<file path="src/rtl/float_max_scan.sv">
// float_max_scan: streams a configured number of IEEE-754 samples, tracking the running maximum and its index.
module float_max_scan #(
  parameter int DATA_W = 32,
  parameter int EXP_W  = 8,
  parameter int IDX_W  = 16
) (
  input  logic              clk,
  input  logic              rst,
  input  logic              running,
  input  logic              run,
  input  logic [IDX_W-1:0]  cfg_length,
  input  logic [IDX_W-1:0]  cfg_delay,
  input  logic [DATA_W-1:0] in0,
  input  logic              in0_valid,
  output logic [DATA_W-1:0] max_val,
  output logic [IDX_W-1:0]  max_idx,
  output logic              nan_seen,
  output logic              done
);
  localparam int MAN_W = DATA_W - EXP_W - 1;
  localparam logic [1:0] IDLE = 2'd0, WAIT = 2'd1, SCAN = 2'd2, DONE = 2'd3;
  localparam logic [DATA_W-1:0] QNAN = {1'b0, {EXP_W{1'b1}}, 1'b1, {(MAN_W-1){1'b0}}};
  logic [1:0]       state;
  logic [IDX_W-1:0] len, dly, cnt;
  logic             have_max, is_nan, ge, repl, last;
  // ge(max_val, in0) in sign-magnitude order, so +0 ranks above -0
  always_comb begin
    is_nan = (&in0[DATA_W-2 -: EXP_W]) & (|in0[MAN_W-1:0]);
    ge = (max_val[DATA_W-1] & in0[DATA_W-1]) ? (max_val[DATA_W-2:0] <= in0[DATA_W-2:0]) :
         (max_val[DATA_W-1] == in0[DATA_W-1]) ? (max_val[DATA_W-2:0] >= in0[DATA_W-2:0]) :
         ~max_val[DATA_W-1];
    repl = ~is_nan & (~have_max | ~ge);
    last = cnt == len - IDX_W'(1);
  end
  always_ff @(posedge clk or posedge rst) begin
    if (rst) begin
      state    <= IDLE;
      len      <= '0;
      dly      <= '0;
      cnt      <= '0;
      have_max <= 1'b0;
      max_val  <= '0;
      max_idx  <= '0;
      nan_seen <= 1'b0;
      done     <= 1'b0;
    end else if (run) begin
      len      <= cfg_length;
      dly      <= cfg_delay;
      cnt      <= '0;
      have_max <= 1'b0;
      nan_seen <= 1'b0;
      done     <= cfg_delay == '0 && cfg_length == '0;
      state    <= cfg_delay != '0 ? WAIT : cfg_length != '0 ? SCAN : DONE;
      if (cfg_delay == '0 && cfg_length == '0) begin
        max_val <= QNAN;
        max_idx <= '1;
      end
    end else if (running) begin
      if (state == WAIT) begin
        dly <= dly - IDX_W'(1);
        if (dly == IDX_W'(1)) begin
          state <= len == '0 ? DONE : SCAN;
          done  <= len == '0;
          if (len == '0) begin
            max_val <= QNAN;
            max_idx <= '1;
          end
        end
      end else if (state == SCAN && in0_valid) begin
        cnt <= cnt + IDX_W'(1);
        if (is_nan) nan_seen <= 1'b1;
        if (repl) begin
          max_val  <= in0;
          max_idx  <= cnt;
          have_max <= 1'b1;
        end
        if (last) begin
          state <= DONE;
          done  <= 1'b1;
          // nothing comparable was ever accepted: report the canonical quiet NaN
          if (~have_max & is_nan) begin
            max_val <= QNAN;
            max_idx <= '1;
          end
        end
      end
    end
  end
endmodule

</file>
<file path="config.mk">
export PLATFORM = sky130hd
export DESIGN_NAME = float_max_scan
export DESIGN_NICKNAME = d
export VERILOG_FILES = /design/src/rtl/float_max_scan.sv
export SDC_FILE = /design/constraint.sdc
export NUM_CORES = 1
export LEC_CHECK = 0
export CAP_MARGIN = 40
export CORE_MARGIN = 10
export CORE_UTILIZATION = 32
export DETAILED_ROUTE_END_ITERATION = 7
export PLACE_DENSITY_LB_ADDON = 0.1
export SKIP_LAST_GASP = 1
export SYNTH_ARGS = -nofsm -noshare
export SYNTH_HDL_FRONTEND = slang
export SYNTH_SLANG_ARGS = --single-unit
</file>
<file path="constraint.sdc">
create_clock -name clk -period 4.38 [get_ports clk]
set_input_delay 1.314 -clock clk [delete_from_list [all_inputs] [get_ports clk]]
set_output_delay 1.314 -clock clk [all_outputs]
set_load 0.02 [all_outputs]
</file>
==> impl_metrics.py, run 1 <==
metrics = {
    "detailed_routing": {
        "dr.pass1.iters": 4,
        "routedLengthMet1_um": 10700,
        "met3_wirelength_um": 1400,
        "routed_via_density": 5.42,
        "detail_route.wirelength_um": 22900,
        "drt-initial-drc-count": 413,
        "route.top_layer_used": "met4",
        "final_antenna_net_count": 0,
        "route.detailed.drc": 0,
        "wl_per_cell_um": 18.3,
        "route.vias.total": 6758,
        "met2RoutedLength_um": 10600,
    },
    "clock_network": {
        "tritoncts_clock_tree": "built",
        "cts_hold_buffers": 0,
        "clk_latency_ps": 360,
        "clock-root-buffer": "sky130_fd_sc_hd__clkbuf_16",
        "cts_htree_levels": 3,
        "clock_sink_count": 101,
        "cts_max_path_buffers": 2,
        "number_of_buffers_created_by_cts": 9,
        "ctsResizeCount": 0,
        "cts.clk_slew.worst_paths_ps": 70,
        "post_cts_setup_buffers": 0,
    },
    "timing": {
        "fmax_mhz": 247,
        "setup_viol": 0,
        "slew_headroom_pct": 40.5,
        "final_min_period_over_clock_period_pct": 92.4,
        "finalWorstPathRequiredPeriod_ps": 4050,
        "skew_ps": 10.3,
        "unrepaired_setup_endpoints_after_global_routing": "false",
        "worstMarginPinSlew_ps": 892,
        "hold-worst-slack_ps": 520,
        "tns_ps": 0,
        "slew_viol_final": 0,
        "finalHoldViolCount": 0,
    },
    "synthesis": {
        "synth_async_sr_flop_share_pct": 100,
        "synth_seq_cells": 101,
        "avgSynthCellArea_um2": 8.51,
        "syn-cell-area_um2": 7170,
        "netlist.top_cell.by_area": "sky130_fd_sc_hd__dfrtp_1",
        "ys_dominant_reg_cell": "sky130_fd_sc_hd__dfrtp_1",
        "synth_sequential_area_ratio_pct": 35.3,
        "syn-num-nets": 948,
        "yosysTopAreaCellShare_pct": 35.3,
        "syn_inst": 842,
        "yosys-top-cells-area": "sky130_fd_sc_hd__dfrtp_1 35%, sky130_fd_sc_hd__ha_1 6.5%, sky130_fd_sc_hd__nor2_1 4.6%",
        "number_of_enable_flip_flop_cells_after_synthesis": 0,
        "yosys_warnings": 0,
        "synth_cell_type_count": 62,
    },
    "setup_path": {
        "crit_chain": "clkdlybuf4s50_1 > inv_1 > ha_1 > nand3_1 > or4_1 > o41a_1 > or2_1 > buf_12 > and2_1 > a221o_1 > a31oi_1",
        "r2r-end": "max_val[6]$_DFFE_PP0P_",
        "r2r.worst_path.cells": 10,
        "worst_setup_path_end_kind": "flop",
        "crit_required_ps": 4650,
        "crit_path_start_kind": "primary input",
        "worst-r2r-setup-slack_ps": 1230,
        "critical-path-max-stage-delay_ps": 550,
        "slowest_stage": "sky130_fd_sc_hd__or4_1",
        "critPathCapture": "max_idx[13]$_DFFE_PP0P_",
        "worst_setup_path_startpoint": "in0[30]",
        "critical_path_arrival_ps": 4320,
        "critical_path_class": "in -> reg",
        "reg2reg_from": "len[0]$_DFFE_PP0P_",
        "crit_fanout": 18,
    },
    "floorplan": {
        "initial_core_util_pct": 32.6,
        "die_width_um": 170,
        "boundaryPins": 119,
        "dieArea_um2": 28800,
        "fp-row-count": 54,
        "design.core.area_um2": 22000,
        "die_height_um": 170,
    },
    "run_status": {
        "outcome": "completed",
    },
    "run": {
        "drv.max_cap_violation_count": 0,
    },
    "pwr": {
        "peakVddDrop_v": 0.000165,
        "p_leak_nw": 3.82,
        "power_per_cell_area_nw_per_um2": 306,
    },
    "placement": {
        "post-dp-hpwl_um": 16200,
        "final_weighted_congestion_in_routability_driven_placement": 0.828,
        "post-place-cells": 1231,
        "portBuffers": 118,
    },
    "global_route": {
        "grt_start_max_net_pins": 56,
        "grt_overflow_total": 0,
        "grt_first_pass_wirelength_um": 38000,
        "via_count_of_the_first_global_routing_pass": 6914,
        "grt.total_usage_pct": 16.1,
        "grt_antenna_before_repair": 0,
    },
    "layout": {
        "synthToLayoutAreaGrowth_pct": 28.4,
        "finish.cell_count_without_fillers": 1247,
        "fraction_of_final_layout_cells_with_drive_strength_greater_than_1_pct": 12.4,
        "final_core_util_pct": 41.9,
        "final_nets": 1068,
        "antenna_cells": 0,
    },
    "hold_path": {
        "hold_path.startpoint": "nan_seen$_DFFE_PP0P_",
        "worstHoldPathType": "reg -> reg",
    },
}
[sequential cells by signal, indices dropped and copies added (netlist names)]
name      cells
cnt          16
dly          16
done          1
have_max      1
len          16
max_idx      16
max_val      32
nan_seen      1
state         2
[routing by layer]
| layer | up-vias | track usage (%) |
|---|---|---|
| met5 | - | 0 |
| li1 | 3330 | - |
| met4 | 0 | 3.32 |
| met3 | 16 | 4.14 |
| met1 | 3264 | 21.8 |
| met2 | 148 | 25.2 |
[worst max-delay path: cells and delay by family]
| family | cells | cell delay, ps |
|---|---|---|
| AOI/OAI and AO/OA | 3 | 880 |
| adders and majority gates | 1 | 300 |
| and+or+nand+nor | 4 | 1130 |
| buffers and inverters | 3 | 690 |
[worst min path at each step]
stage / to / cells after the start
2_1_floorplan: have_max$_DFFE_PP0P_ / 2
3_3_place_gp: nan_seen$_DFFE_PP0P_ / 2
3_5_place_dp: nan_seen$_DFFE_PP0P_ / 2
4_1_cts: nan_seen$_DFFE_PP0P_ / 2
5_1_grt: nan_seen$_DFFE_PP0P_ / 2
6_report: nan_seen$_DFFE_PP0P_ / 2
[cell type report]
| class | instances | area (µm²) |
|---|---|---|
| Timing Repair Buffer | 168 | 1640 |
| Fill cell | 2207 | 12800 |
| Clock inverter | 5 | 58.8 |
| Sequential cell | 101 | 2530 |
| Multi-Input combinational cell | 640 | 4220 |
| Tap cell | 280 | 350 |
| Inverter | 42 | 160 |
| Clock buffer | 11 | 243 |
[cells in the mapped netlist, types with 16 or more instances]
master                     count
sky130_fd_sc_hd__dfrtp_1     101
sky130_fd_sc_hd__nand2_1      75
sky130_fd_sc_hd__a31oi_1      26
sky130_fd_sc_hd__o21ai_0      31
sky130_fd_sc_hd__a41o_1       24
sky130_fd_sc_hd__xor2_1       21
sky130_fd_sc_hd__and2_1       16
sky130_fd_sc_hd__or2_2        28
sky130_fd_sc_hd__inv_1        42
sky130_fd_sc_hd__nor3_1       30
sky130_fd_sc_hd__nand3_1      45
sky130_fd_sc_hd__xnor2_1      26
sky130_fd_sc_hd__ha_1         37
sky130_fd_sc_hd__clkbuf_1     31
sky130_fd_sc_hd__o221ai_1     31
sky130_fd_sc_hd__a21oi_1      22
sky130_fd_sc_hd__nor4_1       21
sky130_fd_sc_hd__nor2_1       88
sky130_fd_sc_hd__a221o_1      17
[power by group]
part	switching, W	internal [W]
clock	0.000394	0.000462
combinational	0.000418	0.000397
sequential	0.000118	0.00103
total	0.000929	0.00189
[cells in the final DEF (no fill, tap or decap), drive strengths merged, types with 29 or more instances in the layout]
cell / count
o21ai: 32
nor2: 88
ha: 37
nor3: 31
nand3: 45
buf: 51
inv: 43
dfrtp: 101
o221ai: 31
or2: 29
clkdlybuf4s50: 117
nand2: 75
[stage by stage]
step | worst slack (ps) | total power [W] | cell area [µm²]
after floorplan | 419 | 0.00159 | 7170
after global routing | 155 | 0.00298 | 9200
after detailed placement | -32.4 | 0.00199 | 8900
after global placement | 8.93 | 0.00198 | 8900
final | 334 | 0.00282 | 9200
after CTS | 336 | 0.00285 | 9200
[logic make-up (layout without fill, tap and decap cells)]
group | count (synthesis) | count (layout) | share of synthesized area [%]
fa+ha+maj | 37 | 37 | 6.46
buf+inv | 101 | 226 | 6.02
flops | 101 | 101 | 35.3
compound gates | 178 | 178 | 18.9
simple gates | 364 | 364 | 25.4
xor+xnor | 47 | 47 | 5.74
mux | 14 | 14 | 2.20
No activity file was read; power rests on OpenSTA's default activity.
==> run 2: changes to the inputs <==
CAP_MARGIN = default   (was 40)
==> results of run 2 <==
Same layout as run 1: the final DEF is identical, and so are final timing and power.
==> run 3: changes to the inputs <==
PLACE_DENSITY = 0.61   (was default)
PLACE_DENSITY_LB_ADDON = default   (was 0.1)
==> run 3 against run 2 <==
Against the previous run: sequential share of layout area up 0.35 points; total power fell by 2.3%; register-to-register slack is essentially flat; count of clock-buffer cells in the layout unchanged; core utilization fell by 0.53 points; first-iteration DRC count increased by 6.8%; critical path type unchanged; critical endpoint is now max_idx[2]$_DFFE_PP0P_.
==> impl_metrics.py, run 3 (synthesis results as in run 1) <==
metrics = {
    "run": {
        "drv.max_cap_violation_count": 0,
    },
    "timing": {
        "finalHoldViolCount": 0,
        "slew_headroom_pct": 54.1,
        "final_min_period_over_clock_period_pct": 93.0,
        "unrepaired_setup_endpoints_after_global_routing": "false",
        "worstMarginPinSlew_ps": 670,
        "setup_viol": 0,
        "skew_ps": 9.69,
        "slew_viol_final": 0,
        "finalWorstPathRequiredPeriod_ps": 4070,
        "fmax_mhz": 246,
    },
    "setup_path": {
        "worst_setup_path_end_kind": "flop",
        "slowest_stage": "sky130_fd_sc_hd__a2111oi_0",
        "critical-path-max-stage-delay_ps": 620,
        "reg2reg_from": "len[0]$_DFFE_PP0P_",
        "crit_chain": "clkdlybuf4s50_1 > inv_1 > ha_1 > a21oi_1 > o21ai_0 > a2111oi_0 > nand2_1 > or2_2 > buf_4 > a221o_1 > a31oi_1",
        "worstPathBufferInverterCount": 3,
        "critical_path_class": "in -> reg",
        "critPathTopFamily": "compound AO/OA/AOI/OAI gates",
        "critical_path_arrival_ps": 4340,
        "worst_setup_path_startpoint": "in0[16]",
        "crit_required_ps": 4650,
        "crit_path_start_kind": "primary input",
        "crit_fanout": 17,
    },
    "detailed_routing": {
        "routed_via_density": 5.47,
        "final_antenna_net_count": 0,
        "drt-initial-drc-count": 441,
        "wl_per_cell_um": 18.2,
        "route.vias.total": 6743,
        "detail_route.wirelength_um": 22400,
        "dr.pass1.iters": 5,
        "route.detailed.drc": 0,
    },
    "global_route": {
        "grt.total_usage_pct": 15.4,
        "grt_first_pass_wirelength_um": 36600,
        "grt_antenna_before_repair": 0,
        "grt_start_max_net_pins": 60,
        "via_count_of_the_first_global_routing_pass": 6716,
        "grt_overflow_total": 0,
    },
    "clock_network": {
        "cts.clk_slew.worst_paths_ps": 70,
        "clk_latency_ps": 350,
        "number_of_buffers_created_by_cts": 9,
        "post_cts_setup_buffers": 0,
        "cts_max_path_buffers": 2,
        "ctsResizeCount": 0,
        "clock-root-buffer": "sky130_fd_sc_hd__clkbuf_16",
        "cts_htree_levels": 3,
        "clock_sink_count": 101,
        "cts_hold_buffers": 0,
        "tritoncts_clock_tree": "built",
    },
    "layout": {
        "finish.cell_count_without_fillers": 1233,
        "finish.instance_area_um2": 9080,
        "fraction_of_final_layout_cells_with_drive_strength_greater_than_1_pct": 11.0,
        "antenna_cells": 0,
        "final_nets": 1055,
        "max_flop_register": "max_val",
        "largest_register_ffs": 32,
        "filler_cell_count": 2135,
        "final_common_cell": "sky130_fd_sc_hd__clkdlybuf4s50_1",
        "synthToLayoutAreaGrowth_pct": 26.8,
        "most-common-layout-cells": "117 x sky130_fd_sc_hd__clkdlybuf4s50_1, 101 x sky130_fd_sc_hd__dfrtp_1, 86 x sky130_fd_sc_hd__nor2_1",
        "final_core_util_pct": 41.4,
    },
    "placement": {
        "post-dp-hpwl_um": 16100,
        "final_weighted_congestion_in_routability_driven_placement": 0.840,
        "portBuffers": 118,
        "post-place-cells": 1218,
        "placement.cell_area_um2": 8800,
    },
    "floorplan": {
        "initial_core_util_pct": 32.6,
        "fp-row-count": 54,
        "dieArea_um2": 28800,
        "design.core.area_um2": 22000,
        "boundaryPins": 119,
        "die_width_um": 170,
        "die_height_um": 170,
    },
    "pwr": {
        "peakVddDrop_v": 0.000187,
        "p_leak_nw": 3.75,
        "power_per_cell_area_nw_per_um2": 303,
    },
    "hold_path": {
        "hold_path.startpoint": "nan_seen$_DFFE_PP0P_",
        "worstHoldPathType": "reg -> reg",
    },
    "run_status": {
        "outcome": "completed",
    },
}
## run 3: routing by layer
layer / global-route usage (%) / vias to the layer above / wire length [µm]
met5: 0 / - / 0
met4: 4.69 / 0 / 318
met3: 2.91 / 21 / 1080
met2: 24.9 / 147 / 10700
met1: 20.4 / 3270 / 10400
li1: - / 3305 / -
## run 3: final timing paths
kind / cells past startpoint / slack [ps] / end
min in group asynchronous: 2 / 1390 / dly[4]$_DFFE_PP0P_
hold reg to reg: 2 / 500 / nan_seen$_DFFE_PP0P_
max in group asynchronous: 3 / 2240 / cnt[5]$_DFFE_PP0P_
setup / recovery: 11 / 310 / max_idx[2]$_DFFE_PP0P_
setup reg to reg: 10 / 1230 / max_val[20]$_DFFE_PP0P_
hold / removal: 2 / 500 / nan_seen$_DFFE_PP0P_
## run 3: worst register-to-register path: stages, from the launching register on
cell                        delay [ps]
sky130_fd_sc_hd__dfrtp_1           430
sky130_fd_sc_hd__inv_1             120
sky130_fd_sc_hd__ha_1              220
sky130_fd_sc_hd__or4b_4            510
sky130_fd_sc_hd__or3_1             330
sky130_fd_sc_hd__a2111oi_2         360
sky130_fd_sc_hd__nand4_1           190
sky130_fd_sc_hd__nor3_2            230
sky130_fd_sc_hd__nand2_1           130
sky130_fd_sc_hd__buf_12            220
sky130_fd_sc_hd__a41o_1            290
## run 3: stage by stage
| step | setup TNS (ps) | hold WS [ps] | setup slack, ps | power (W) |
|---|---|---|---|---|
| 5_1_grt | 0 | 565 | 15.2 | 0.00291 |
| 3_5_place_dp | -4170 | 492 | -106 | 0.00197 |
| 6_report | 0 | 502 | 308 | 0.00275 |
| 4_1_cts | 0 | 510 | 266 | 0.00278 |
| 2_1_floorplan | 0 | 501 | 419 | 0.00159 |
| 3_3_place_gp | -466 | 489 | -18.0 | 0.00196 |
## run 3: power breakdown
group          total, W  internal, W  switching [W]
Combinational  0.000802     0.000386       0.000417
Clock          0.000806     0.000440       0.000366
Sequential      0.00114      0.00103       0.000114
Total           0.00275      0.00185       0.000897
## run 3: layout make-up
class                           instances  area, µm²  area share (%)
Multi-Input combinational cell        640       4220            46.5
Sequential cell                       101       2530            27.8
Timing Repair Buffer                  155       1540            17.0
Tap cell                              280        350            3.86
Clock buffer                           11        233            2.56
Inverter                               42        160            1.76
Clock inverter                          4       50.0           0.551
